$ cat src/rtl/shift_seq_pkg.sv
`default_nettype none
// ----------------------------------------------------------------------------
// Module  : shift_seq_pkg
// Purpose : Operation encodings, sequencer states and step size for shift_seq.
// Rev     : 1.0  initial release
// ----------------------------------------------------------------------------
package shift_seq_pkg;

  localparam logic [2:0] OP_ROL = 3'b000;
  localparam logic [2:0] OP_ROR = 3'b001;
  localparam logic [2:0] OP_SLL = 3'b010;
  localparam logic [2:0] OP_SRA = 3'b011;
  localparam logic [2:0] OP_SRL = 3'b100;

  localparam int NIB_BITS = 4;

  typedef enum logic [1:0] {
    IDLE = 2'd0,
    NIB  = 2'd1,
    BIT  = 2'd2,
    FIN  = 2'd3
  } state_t;

  function automatic logic op_valid(input logic [2:0] o);
    return (o <= OP_SRL);
  endfunction

endpackage
`default_nettype wire

$ cat src/rtl/shifter_4.sv
`default_nettype none
// ----------------------------------------------------------------------------
// Module  : shifter_4
// Purpose : One NIB_BITS-wide shift/rotate step on a 16-bit word when sh=1.
// Rev     : 1.0  initial release
// ----------------------------------------------------------------------------
module shifter_4
  import shift_seq_pkg::*;
(
  input  logic [15:0] din,
  input  logic [2:0]  op,
  input  logic        sh,
  output logic [15:0] dout
);

  always_comb begin
    dout = din;
    if (sh) begin
      case (op)
        OP_ROL:  dout = {din[15-NIB_BITS:0], din[15:16-NIB_BITS]};
        OP_ROR:  dout = {din[NIB_BITS-1:0], din[15:NIB_BITS]};
        OP_SLL:  dout = {din[15-NIB_BITS:0], {NIB_BITS{1'b0}}};
        OP_SRA:  dout = {{NIB_BITS{din[15]}}, din[15:NIB_BITS]};
        OP_SRL:  dout = {{NIB_BITS{1'b0}}, din[15:NIB_BITS]};
        default: dout = din;
      endcase
    end
  end

endmodule
`default_nettype wire

$ cat src/rtl/shift_seq.sv
`default_nettype none
// ----------------------------------------------------------------------------
// Module  : shift_seq
// Purpose : Multi-cycle 16-bit shift/rotate sequencer: nibble steps through
//           shifter_4, then single-bit steps when SHIFT_SEQ_FINE_EN is defined.
// Rev     : 1.0  initial release
// ----------------------------------------------------------------------------
module shift_seq
  import shift_seq_pkg::*;
(
  input  logic        clk,
  input  logic        rst,
  input  logic        start,
  input  logic [15:0] in,
  input  logic [2:0]  op,
  input  logic [3:0]  amt,
  output logic        busy,
  output logic        done,
  output logic [15:0] out,
  output logic        err
);

`ifdef SHIFT_SEQ_FINE_EN
  localparam logic [1:0] c_bit_mask = 2'b11;
`else
  localparam logic [1:0] c_bit_mask = 2'b00;
`endif

  state_t      r_state;
  logic [15:0] r_acc;
  logic [2:0]  r_op;
  logic [1:0]  r_nib_cnt;
  logic [1:0]  r_bit_cnt;
  logic [15:0] w_nib;
  logic [1:0]  w_bit_amt;

  // Without the fine stage the low amount bits are forced to zero here.
  assign w_bit_amt = amt[1:0] & c_bit_mask;

  shifter_4 u_shifter_4 (
    .din  (r_acc),
    .op   (r_op),
    .sh   (1'b1),
    .dout (w_nib)
  );

`ifdef SHIFT_SEQ_FINE_EN
  logic [15:0] w_bit;

  always_comb begin
    w_bit = r_acc;
    case (r_op)
      OP_ROL:  w_bit = {r_acc[14:0], r_acc[15]};
      OP_ROR:  w_bit = {r_acc[0], r_acc[15:1]};
      OP_SLL:  w_bit = {r_acc[14:0], 1'b0};
      OP_SRA:  w_bit = {r_acc[15], r_acc[15:1]};
      OP_SRL:  w_bit = {1'b0, r_acc[15:1]};
      default: w_bit = r_acc;
    endcase
  end
`endif

  // done/err/out are registered on the edge that enters FIN.
  always_ff @(posedge clk) begin
    if (rst) begin
      r_state   <= IDLE;
      r_acc     <= 16'h0000;
      r_op      <= OP_ROL;
      r_nib_cnt <= 2'd0;
      r_bit_cnt <= 2'd0;
      busy      <= 1'b0;
      done      <= 1'b0;
      err       <= 1'b0;
      out       <= 16'h0000;
    end else begin
      done <= 1'b0;
      err  <= 1'b0;
      case (r_state)
        IDLE, FIN: begin
          r_state <= IDLE;
          busy    <= 1'b0;
          if (start) begin
            r_acc     <= in;
            r_op      <= op;
            r_nib_cnt <= amt[3:2];
            r_bit_cnt <= w_bit_amt;
            if (!op_valid(op)) begin
              r_state <= FIN;
              done    <= 1'b1;
              err     <= 1'b1;
            end else if (amt[3:2] != 2'd0) begin
              r_state <= NIB;
              busy    <= 1'b1;
            end else if (w_bit_amt != 2'd0) begin
              r_state <= BIT;
              busy    <= 1'b1;
            end else begin
              r_state <= FIN;
              done    <= 1'b1;
              out     <= in;
            end
          end
        end

        NIB: begin
          r_acc     <= w_nib;
          r_nib_cnt <= r_nib_cnt - 2'd1;
          if (r_nib_cnt == 2'd1) begin
            if (r_bit_cnt != 2'd0) begin
              r_state <= BIT;
            end else begin
              r_state <= FIN;
              busy    <= 1'b0;
              done    <= 1'b1;
              out     <= w_nib;
            end
          end
        end

`ifdef SHIFT_SEQ_FINE_EN
        BIT: begin
          r_acc     <= w_bit;
          r_bit_cnt <= r_bit_cnt - 2'd1;
          if (r_bit_cnt == 2'd1) begin
            r_state <= FIN;
            busy    <= 1'b0;
            done    <= 1'b1;
            out     <= w_bit;
          end
        end
`endif

        default: begin
          r_state <= IDLE;
          busy    <= 1'b0;
        end
      endcase
    end
  end

endmodule
`default_nettype wire

$ cat config.mk
export PLATFORM = sky130hd
export DESIGN_NAME = shift_seq
export DESIGN_NICKNAME = d
export VERILOG_FILES = /design/src/rtl/shift_seq_pkg.sv /design/src/rtl/shifter_4.sv /design/src/rtl/shift_seq.sv
export SDC_FILE = /design/constraint.sdc
export NUM_CORES = 1
export LEC_CHECK = 0
export CAP_MARGIN = 30
export CORE_ASPECT_RATIO = 1.75
export CORE_UTILIZATION = 68
export DETAILED_ROUTE_END_ITERATION = 8
export DONT_BUFFER_PORTS = 1
export MAX_ROUTING_LAYER = met4
export PLACE_DENSITY = 0.84
export RECOVER_POWER = 25
export SYNTH_ARGS = -nofsm -noshare
export SYNTH_HDL_FRONTEND = slang
export SYNTH_SLANG_ARGS = --single-unit
$ cat constraint.sdc
create_clock -name clk -period 3.1 [get_ports clk]
set_input_delay 0.62 -clock clk [delete_from_list [all_inputs] [get_ports clk]]
set_output_delay 0.62 -clock clk [all_outputs]
set_load 0.02 [all_outputs]
==> impl_results.rst, run 1 <==
.. list-table::
   :header-rows: 1

   * - Metric
     - Value
   * - Max capacitance violation total
     - 0
   * - Number of nets still failing antenna checks after routing
     - 0
   * - Area of the mapped netlist
     - 2336 um2
   * - Final cell area excluding filler cells
     - 2409 um2
   * - Power dissipated by switching net loads
     - 587.1 uW
   * - Standard cell area after detailed placement
     - 2302 um2
   * - Sinks on Clock Net
     - 42
   * - Least-Margin Pin Slew
     - 0.7053 ns
   * - Longest Clk Path Bufs
     - 2
   * - Stage delay of the slowest cell on the critical path
     - approximately 0.43 ns
   * - Critical Path, Cell by Cell
     - inv_1 -> ha_1 -> o211a_1 -> a211oi_4 -> buf_4 -> nor2_1 -> a211oi_2
   * - Final Cycle Share
     - 0.7139
   * - Number of antenna violations at the first check in global routing
     - 0
   * - Distinct cell type count of the synthesized netlist
     - 38
   * - Primary flip-flop cell chosen by synthesis mapping
     - sky130_fd_sc_hd__dfxtp_1
   * - Setup tns final
     - 0 ns
   * - Int Power
     - 1.054 mW
   * - Number of top-level pins
     - 45
   * - Count of input and output buffers
     - 0
   * - Share of total power consumed by net switching
     - 0.3577
   * - Most area-hungry cell type in the Yosys netlist
     - sky130_fd_sc_hd__dfxtp_1
   * - Number of cells upsized or downsized after cts
     - 0
   * - Total power density per cell area
     - about 680 nW/um2
   * - Rel. slew slack
     - 0.5292
   * - Clock Tree Root
     - sky130_fd_sc_hd__clkbuf_8
   * - RSZ-0062 raised after global routing
     - no
   * - TritonCTS buffer count
     - 5
   * - Main area contributors after synthesis
     - sky130_fd_sc_hd__dfxtp_1, sky130_fd_sc_hd__nor2_1, sky130_fd_sc_hd__a21oi_1, sky130_fd_sc_hd__a211oi_2, sky130_fd_sc_hd__inv_1
   * - Number of buffers inserted by post-CTS setup repair
     - 0
   * - Warnings, synthesis
     - 0
   * - Part of the total power dissipated in combinational logic
     - 0.271
   * - Count of state elements after synthesis
     - 42
   * - Area share of the largest cell type after synthesis
     - 0.3599
   * - Sum of net half-perimeters after detailed placement
     - 3.870 mm
   * - Placement Rows
     - 27
   * - Sequential element share of the synthesized area
     - 0.3599
   * - Final estimated routing congestion in global placement
     - roughly 0.9
   * - Largest fanout of any net on the critical path
     - 24
   * - GRT Resource Usage Total
     - 0.3218
   * - Wire length of the first global-routing pass
     - roughly 8.5 mm
   * - Overall power after layout
     - approximately 1.6 mW
   * - Slowest CP cell
     - sky130_fd_sc_hd__ha_1
   * - CP Class
     - flip-flop to flip-flop
   * - Area Overhead vs Synth
     - 3.107%
   * - Setup crit end kind
     - flip-flop
   * - Final slew viol count
     - 0
   * - Synthesized net count
     - 319
   * - Residual overflow from global routing
     - 0
   * - Remaining design rule violation count
     - 0
   * - Horiz. Die Dim
     - between 40 and 50 um
   * - Initial Utilization
     - 0.7279
   * - Fill cell count
     - 262
   * - Wire per inst
     - 16.79 um
   * - Placeable Area
     - about 3200 um2
   * - Syn Area/Cell
     - 8.055 um2
   * - Hold Worst Slack
     - 0.3919 ns
   * - Ant diodes
     - 0
   * - Seq pwr share
     - 0.473
   * - Number of flops mapped to enable cells by yosys
     - 0
   * - Peak clock frequency supported by timing
     - 451.8 MHz
   * - Outcome
     - completed
   * - Number of hold violations in the final report
     - 0
   * - Max Clock Skew
     - 0.008266 ns
   * - Post-layout min period
     - between 2 and 2.5 ns
   * - Hold-fix buffers, CTS
     - 0
   * - Die area
     - 3683 um2
   * - Die Ht
     - 79.54 um
   * - Register clock-pin slew on the reported worst setup and hold paths
     - approximately 0.080 ns
   * - Min-Delay Path Class
     - primary input to flip-flop
   * - WP data required
     - 3.32 ns
   * - Vias in the first global route
     - around 1900
   * - Drt via density
     - ~6.5
   * - Type of element launching the critical path
     - flip-flop
   * - Final Setup Violations
     - 0
   * - Overall routed net length
     - 5.374 mm
   * - IR Drop Worst-Case VDD
     - 0.5637 mV
   * - TritonCTS clock tree
     - built
   * - Pin count of the biggest net entering global routing
     - 46
   * - Ratio of cells with drive above 1 in the final layout
     - 0.08664
   * - Clock network power share
     - 0.257
   * - Data arrival time of the worst path
     - 2.43 ns
   * - Async set-or-reset flop fraction in the synthesized netlist
     - 0
   * - First-pass iteration count of the detailed router
     - 4
   * - Via count
     - 2084
   * - Number of instances in the synthesized netlist
     - 290
   * - H-tree depth
     - 2
   * - Number of violations reported at the end of detailed-routing iteration 0
     - 106
   * - Insertion delay to the later sink of the worst-skew pair
     - 0.29 ns
   * - Final layout net count
     - 305
   * - Static power due to leakage
     - 0.8932 nW
==> layout make-up <==
class	instances	area, um2	area share
Clock buffer	7	76.32	0.03169
Clock inverter	1	30.03	0.01247
Inverter	22	82.58	0.03429
Multi-Input combinational cell	201	1295	0.5377
Sequential cell	42	840.8	0.3491
Tap cell	43	53.80	0.02234
Timing Repair Buffer	4	30.03	0.01247
==> stage by stage <==
stage / util / setup slack, ns / std cells
after floorplan: - / 1.215 / 290
after global placement: 0.7173 / 0.9102 / 312
after detailed placement: 0.7173 / 0.8549 / 312
after CTS: 0.7505 / 0.8866 / 320
after global routing: 0.7505 / 0.7413 / 320
final: 0.7505 / 0.8869 / 320
==> flip-flops by register name, indices dropped and copies added (netlist names) <==
register and count:
r_acc 16, busy 1, r_nib_cnt 2, out 16, r_state 2, done 1
r_op 3, err 1
==> cell families after synthesis <==
kind of cell               after synthesis  synth area share
DFF                                     42            0.3599
and+or+nand+nor                         89            0.1826
adders and majority gates                3           0.01607
buffers and inverters                   47           0.08570
AOI/OAI and AO/OA                       98            0.3064
muxes                                   11           0.04928
==> power groups by stage <==
stage	combinational (mW)	sequential, mW	clock [mW]
6_report	0.444	0.776	0.421
5_1_grt	0.492	0.791	0.447
4_1_cts	0.444	0.774	0.426
3_5_place_dp	0.440	0.786	0
3_3_place_gp	0.424	0.783	0
2_1_floorplan	0.402	0.745	0
==> cells in the mapped netlist, types with 4 or more instances <==
master / count
sky130_fd_sc_hd__a211oi_1: 10
sky130_fd_sc_hd__a211oi_2: 8
sky130_fd_sc_hd__nor3b_1: 9
sky130_fd_sc_hd__buf_2: 4
sky130_fd_sc_hd__a32oi_1: 4
sky130_fd_sc_hd__and2_1: 5
sky130_fd_sc_hd__clkbuf_1: 16
sky130_fd_sc_hd__o21ai_0: 15
sky130_fd_sc_hd__nand2_1: 12
sky130_fd_sc_hd__nor2_1: 39
sky130_fd_sc_hd__o211ai_1: 10
sky130_fd_sc_hd__inv_1: 22
sky130_fd_sc_hd__mux2_2: 4
sky130_fd_sc_hd__a21oi_1: 26
sky130_fd_sc_hd__nand3_1: 11
sky130_fd_sc_hd__o22ai_1: 5
sky130_fd_sc_hd__a41o_1: 4
sky130_fd_sc_hd__mux2i_1: 7
sky130_fd_sc_hd__o32a_1: 4
sky130_fd_sc_hd__dfxtp_1: 42
==> worst max-delay path: cells and delay by family, from the launching register on <==
kind	cells	cell delay (ns)
AO/OA/AOI/OAI	3	0.81
flip-flops	1	0.36
buffers and inverters	2	0.43
AND/OR/NAND/NOR	1	0.10
adder cells (fa/ha/maj)	1	0.43
==> final timing paths <==
path                start           end  slack (ns)  cells after the start
max            r_state[0]        out[6]        0.89                      7
min                   rst       r_op[2]        0.39                      1
max reg2reg    r_state[0]        out[6]        0.89                      7
min reg2reg  r_nib_cnt[1]  r_nib_cnt[1]        0.50                      2
==> per-layer routing <==
| layer | track usage | part of all wire | up-vias |
|---|---|---|---|
| met5 | - | 0 | - |
| met4 | 0.1794 | 0.035 | 0 |
| met3 | 0.05656 | 0.044 | 20 |
| met2 | 0.5292 | 0.54 | 74 |
| met1 | 0.3452 | 0.38 | 968 |
| li1 | - | - | 1022 |
==> cells in the final DEF, fill, tap and decap left out, types with 4 or more instances in the layout <==
cell	n
sky130_fd_sc_hd__dfxtp_1	42
sky130_fd_sc_hd__nor2_1	39
sky130_fd_sc_hd__a21oi_1	26
sky130_fd_sc_hd__inv_1	22
sky130_fd_sc_hd__o21ai_0	15
sky130_fd_sc_hd__nand2_1	12
sky130_fd_sc_hd__nand3_1	11
sky130_fd_sc_hd__a211oi_1	10
sky130_fd_sc_hd__o211ai_1	10
sky130_fd_sc_hd__nor3b_1	9
sky130_fd_sc_hd__a211oi_2	8
sky130_fd_sc_hd__mux2i_1	7
sky130_fd_sc_hd__and2_1	5
sky130_fd_sc_hd__o22ai_1	5
sky130_fd_sc_hd__clkbuf_8	5
sky130_fd_sc_hd__a32oi_1	4
sky130_fd_sc_hd__mux2_2	4
sky130_fd_sc_hd__o32a_1	4
sky130_fd_sc_hd__a41o_1	4
sky130_fd_sc_hd__buf_4	4
No activity file was read; power rests on OpenSTA's default activity.
==> run 2, diff against run 1 <==
--- a/config.mk
+++ b/config.mk
@@ -7,11 +7,11 @@
 export LEC_CHECK = 0
 export CAP_MARGIN = 30
 export CORE_ASPECT_RATIO = 1.75
-export CORE_UTILIZATION = 68
+export CORE_UTILIZATION = 63
 export DETAILED_ROUTE_END_ITERATION = 8
 export DONT_BUFFER_PORTS = 1
 export MAX_ROUTING_LAYER = met4
-export PLACE_DENSITY = 0.84
+export PLACE_DENSITY = 0.79
 export RECOVER_POWER = 25
 export SYNTH_ARGS = -nofsm -noshare
 export SYNTH_HDL_FRONTEND = slang
==> constraint.sdc (replaced) <==
create_clock -name clk -period 2.32 [get_ports clk]
set_input_delay 0.464 -clock clk [delete_from_list [all_inputs] [get_ports clk]]
set_output_delay 0.464 -clock clk [all_outputs]
set_load 0.02 [all_outputs]
==> run 2 against run 1 <==
Critical path depth stayed put. Design area increased by 1.8%. Clock-buffer cell count down 1. Worst setup slack got worse by 0.50 ns. Sequential share of layout area is 0.62 points lower. Final cell count rose by 1.3%. Core utilization is 4.3 points lower. Routed wire length increased by 2.9%.
==> impl_results.rst, run 2 (synthesis results as in run 1) <==
.. list-table::
   :header-rows: 1

   * - Metric
     - Value
   * - Outcome
     - completed
   * - Overall routed net length
     - roughly 5.5 mm
   * - CP Class
     - flip-flop to flip-flop
   * - IR Drop Worst-Case VDD
     - between 0.6 and 0.7 mV
   * - Final Cycle Share
     - 0.8334
   * - Max capacitance violation total
     - 0
   * - Largest delay share family, worst path
     - compound AO/OA/AOI/OAI gates
   * - Number of antenna violations at the first check in global routing
     - 0
   * - Final slew viol count
     - 0
   * - Number of violations reported at the end of detailed-routing iteration 0
     - roughly 110
   * - Placement Rows
     - 28
   * - Utilization of the core after routing
     - 0.7071
   * - Sum of net half-perimeters after detailed placement
     - ~3.8 mm
   * - Pin count of the biggest net entering global routing
     - 46
   * - Standard cell area after detailed placement
     - 2340 um2
   * - Residual overflow from global routing
     - 0
   * - Vias in the first global route
     - 1878
   * - Initial Utilization
     - 0.6735
   * - Slowest CP cell
     - sky130_fd_sc_hd__ha_1
   * - Total power density per cell area
     - 917.7 nW/um2
   * - Setup tns final
     - 0 ns
   * - Wire length of the first global-routing pass
     - 8.528 mm
   * - Critical Path, Cell by Cell
     - inv_1 -> ha_1 -> o211a_1 -> a211oi_4 -> buf_12 -> nor3b_1 -> a41o_1
   * - Clock Tree Root
     - sky130_fd_sc_hd__clkbuf_8
   * - Area Overhead vs Synth
     - 4.981%
   * - Post-layout min period
     - between 1.5 and 2 ns
   * - Number of buffers and inverters on the critical path
     - 2
   * - Longest Clk Path Bufs
     - 2
   * - Die area
     - 3965 um2
   * - Final cell area excluding filler cells
     - approximately 2500 um2
   * - Final estimated routing congestion in global placement
     - 0.8816
   * - Largest fanout of any net on the critical path
     - 32
   * - Data arrival time of the worst path
     - 2.13 ns
   * - First-pass iteration count of the detailed router
     - 4
   * - H-tree depth
     - 2
   * - Die Ht
     - between 80 and 90 um
   * - Count of input and output buffers
     - 0
   * - Number of nets still failing antenna checks after routing
     - 0
   * - Horiz. Die Dim
     - 48.03 um
   * - Ratio of cells with drive above 1 in the final layout
     - 0.1004
   * - Insertion delay to the later sink of the worst-skew pair
     - 0.30 ns
   * - Remaining design rule violation count
     - 0
   * - Ant diodes
     - 0
   * - Placeable Area
     - between 3000 and 4000 um2
   * - TritonCTS clock tree
     - built
   * - Number of cells upsized or downsized after cts
     - 0
   * - Hold-fix buffers, CTS
     - 0
   * - Leading cell types in the layout, fill and taps excluded
     - sky130_fd_sc_hd__dfxtp_1, sky130_fd_sc_hd__nor2_1, sky130_fd_sc_hd__a21oi_1, sky130_fd_sc_hd__inv_1, sky130_fd_sc_hd__o21ai_0
   * - Sinks on Clock Net
     - 42
   * - Setup crit end kind
     - flip-flop
   * - Final layout net count
     - between 300 and 400
   * - Least-Margin Pin Slew
     - 0.6680 ns
   * - GRT Resource Usage Total
     - 0.3112
   * - Stage delay of the slowest cell on the critical path
     - 0.44 ns
   * - Register clock-pin slew on the reported worst setup and hold paths
     - 0.08 ns
   * - Total placed cells including tap cells
     - 317
   * - Type of element launching the critical path
     - flip-flop
   * - Max Clock Skew
     - 0.006033 ns
   * - Number of buffers inserted by post-CTS setup repair
     - 0
   * - WP data required
     - roughly 2.5 ns
   * - Number of hold violations in the final report
     - 0
   * - Leading registers by flop count
     - out (16), r_acc (16), r_op (3)
   * - Most common cell after layout, fill and taps aside
     - sky130_fd_sc_hd__dfxtp_1
   * - Wire per inst
     - 17.06 um
   * - TritonCTS buffer count
     - 5
   * - Number of top-level pins
     - 45
   * - Static power due to leakage
     - 0.9171 nW
   * - Rel. slew slack
     - 0.5541
   * - Min-Delay Path Class
     - primary input to flip-flop
   * - Final Setup Violations
     - 0
   * - Via count
     - 2082
   * - Drt via density
     - 6.426
   * - RSZ-0062 raised after global routing
     - no
   * - Peak clock frequency supported by timing
     - 517.2 MHz
   * - Post-layout instance count excluding filler cells
     - 324
-- run 2: cell count changes in the layout (fill, tap and decap cells not counted), sizes merged --
cell	previous run	this run
clkbuf	7	6
buf	4	7
-- run 2: worst reg2reg max path, cell delays in order (launching register included) --
cell and delay, ns:
sky130_fd_sc_hd__dfxtp_1 0.36, sky130_fd_sc_hd__inv_1 0.06, sky130_fd_sc_hd__ha_1 0.44, sky130_fd_sc_hd__o211a_1 0.23, sky130_fd_sc_hd__a211oi_4 0.25, sky130_fd_sc_hd__buf_12 0.23, sky130_fd_sc_hd__nor3b_1 0.08, sky130_fd_sc_hd__a41o_1 0.20
-- run 2: worst paths after layout --
check,from,to,slack (ns),cells after the start
worst min register to register,r_acc[2],r_acc[2],0.49,2
worst max register to register,r_state[0],out[2],0.39,7
worst min-delay path,rst,out[6],0.22,1
worst max-delay path,r_state[0],out[2],0.39,7
-- run 2: layer usage --
| metal | track usage | wire, um |
|---|---|---|
| met5 | - | 0 |
| met4 | 0.09167 | 104 |
| met3 | 0.06739 | 303 |
| met2 | 0.5324 | 2948 |
| met1 | 0.3481 | 2172 |
-- run 2: per-stage QoR --
stage / hold slack (ns) / worst slack (ns) / power (mW)
after floorplan: 0.4582 / 0.5371 / 1.533
after global placement: 0.4657 / 0.4371 / 1.640
after CTS: 0.2158 / 0.3834 / 2.253
final: 0.2155 / 0.3865 / 2.251
after detailed placement: 0.4680 / 0.4024 / 1.663
after global routing: 0.2021 / 0.2891 / 2.365
-- run 2: report_power, final --
part / internal (mW) / total, mW / switching (mW)
Clock: 0.344 / 0.596 / 0.252
Sequential: 0.843 / 1.03 / 0.183
Combinational: 0.263 / 0.629 / 0.367
Total: 1.45 / 2.25 / 0.801
-- run 2: area by class of cell --
type | count | area (um2)
well taps | 45 | 56.30
clock buffers | 6 | 82.58
multi-input cells | 201 | 1295
repair buffers | 7 | 65.06
inverters | 22 | 82.58
clock inverters | 1 | 30.03
flip-flops and latches | 42 | 840.8
fillers | 304 | 1016
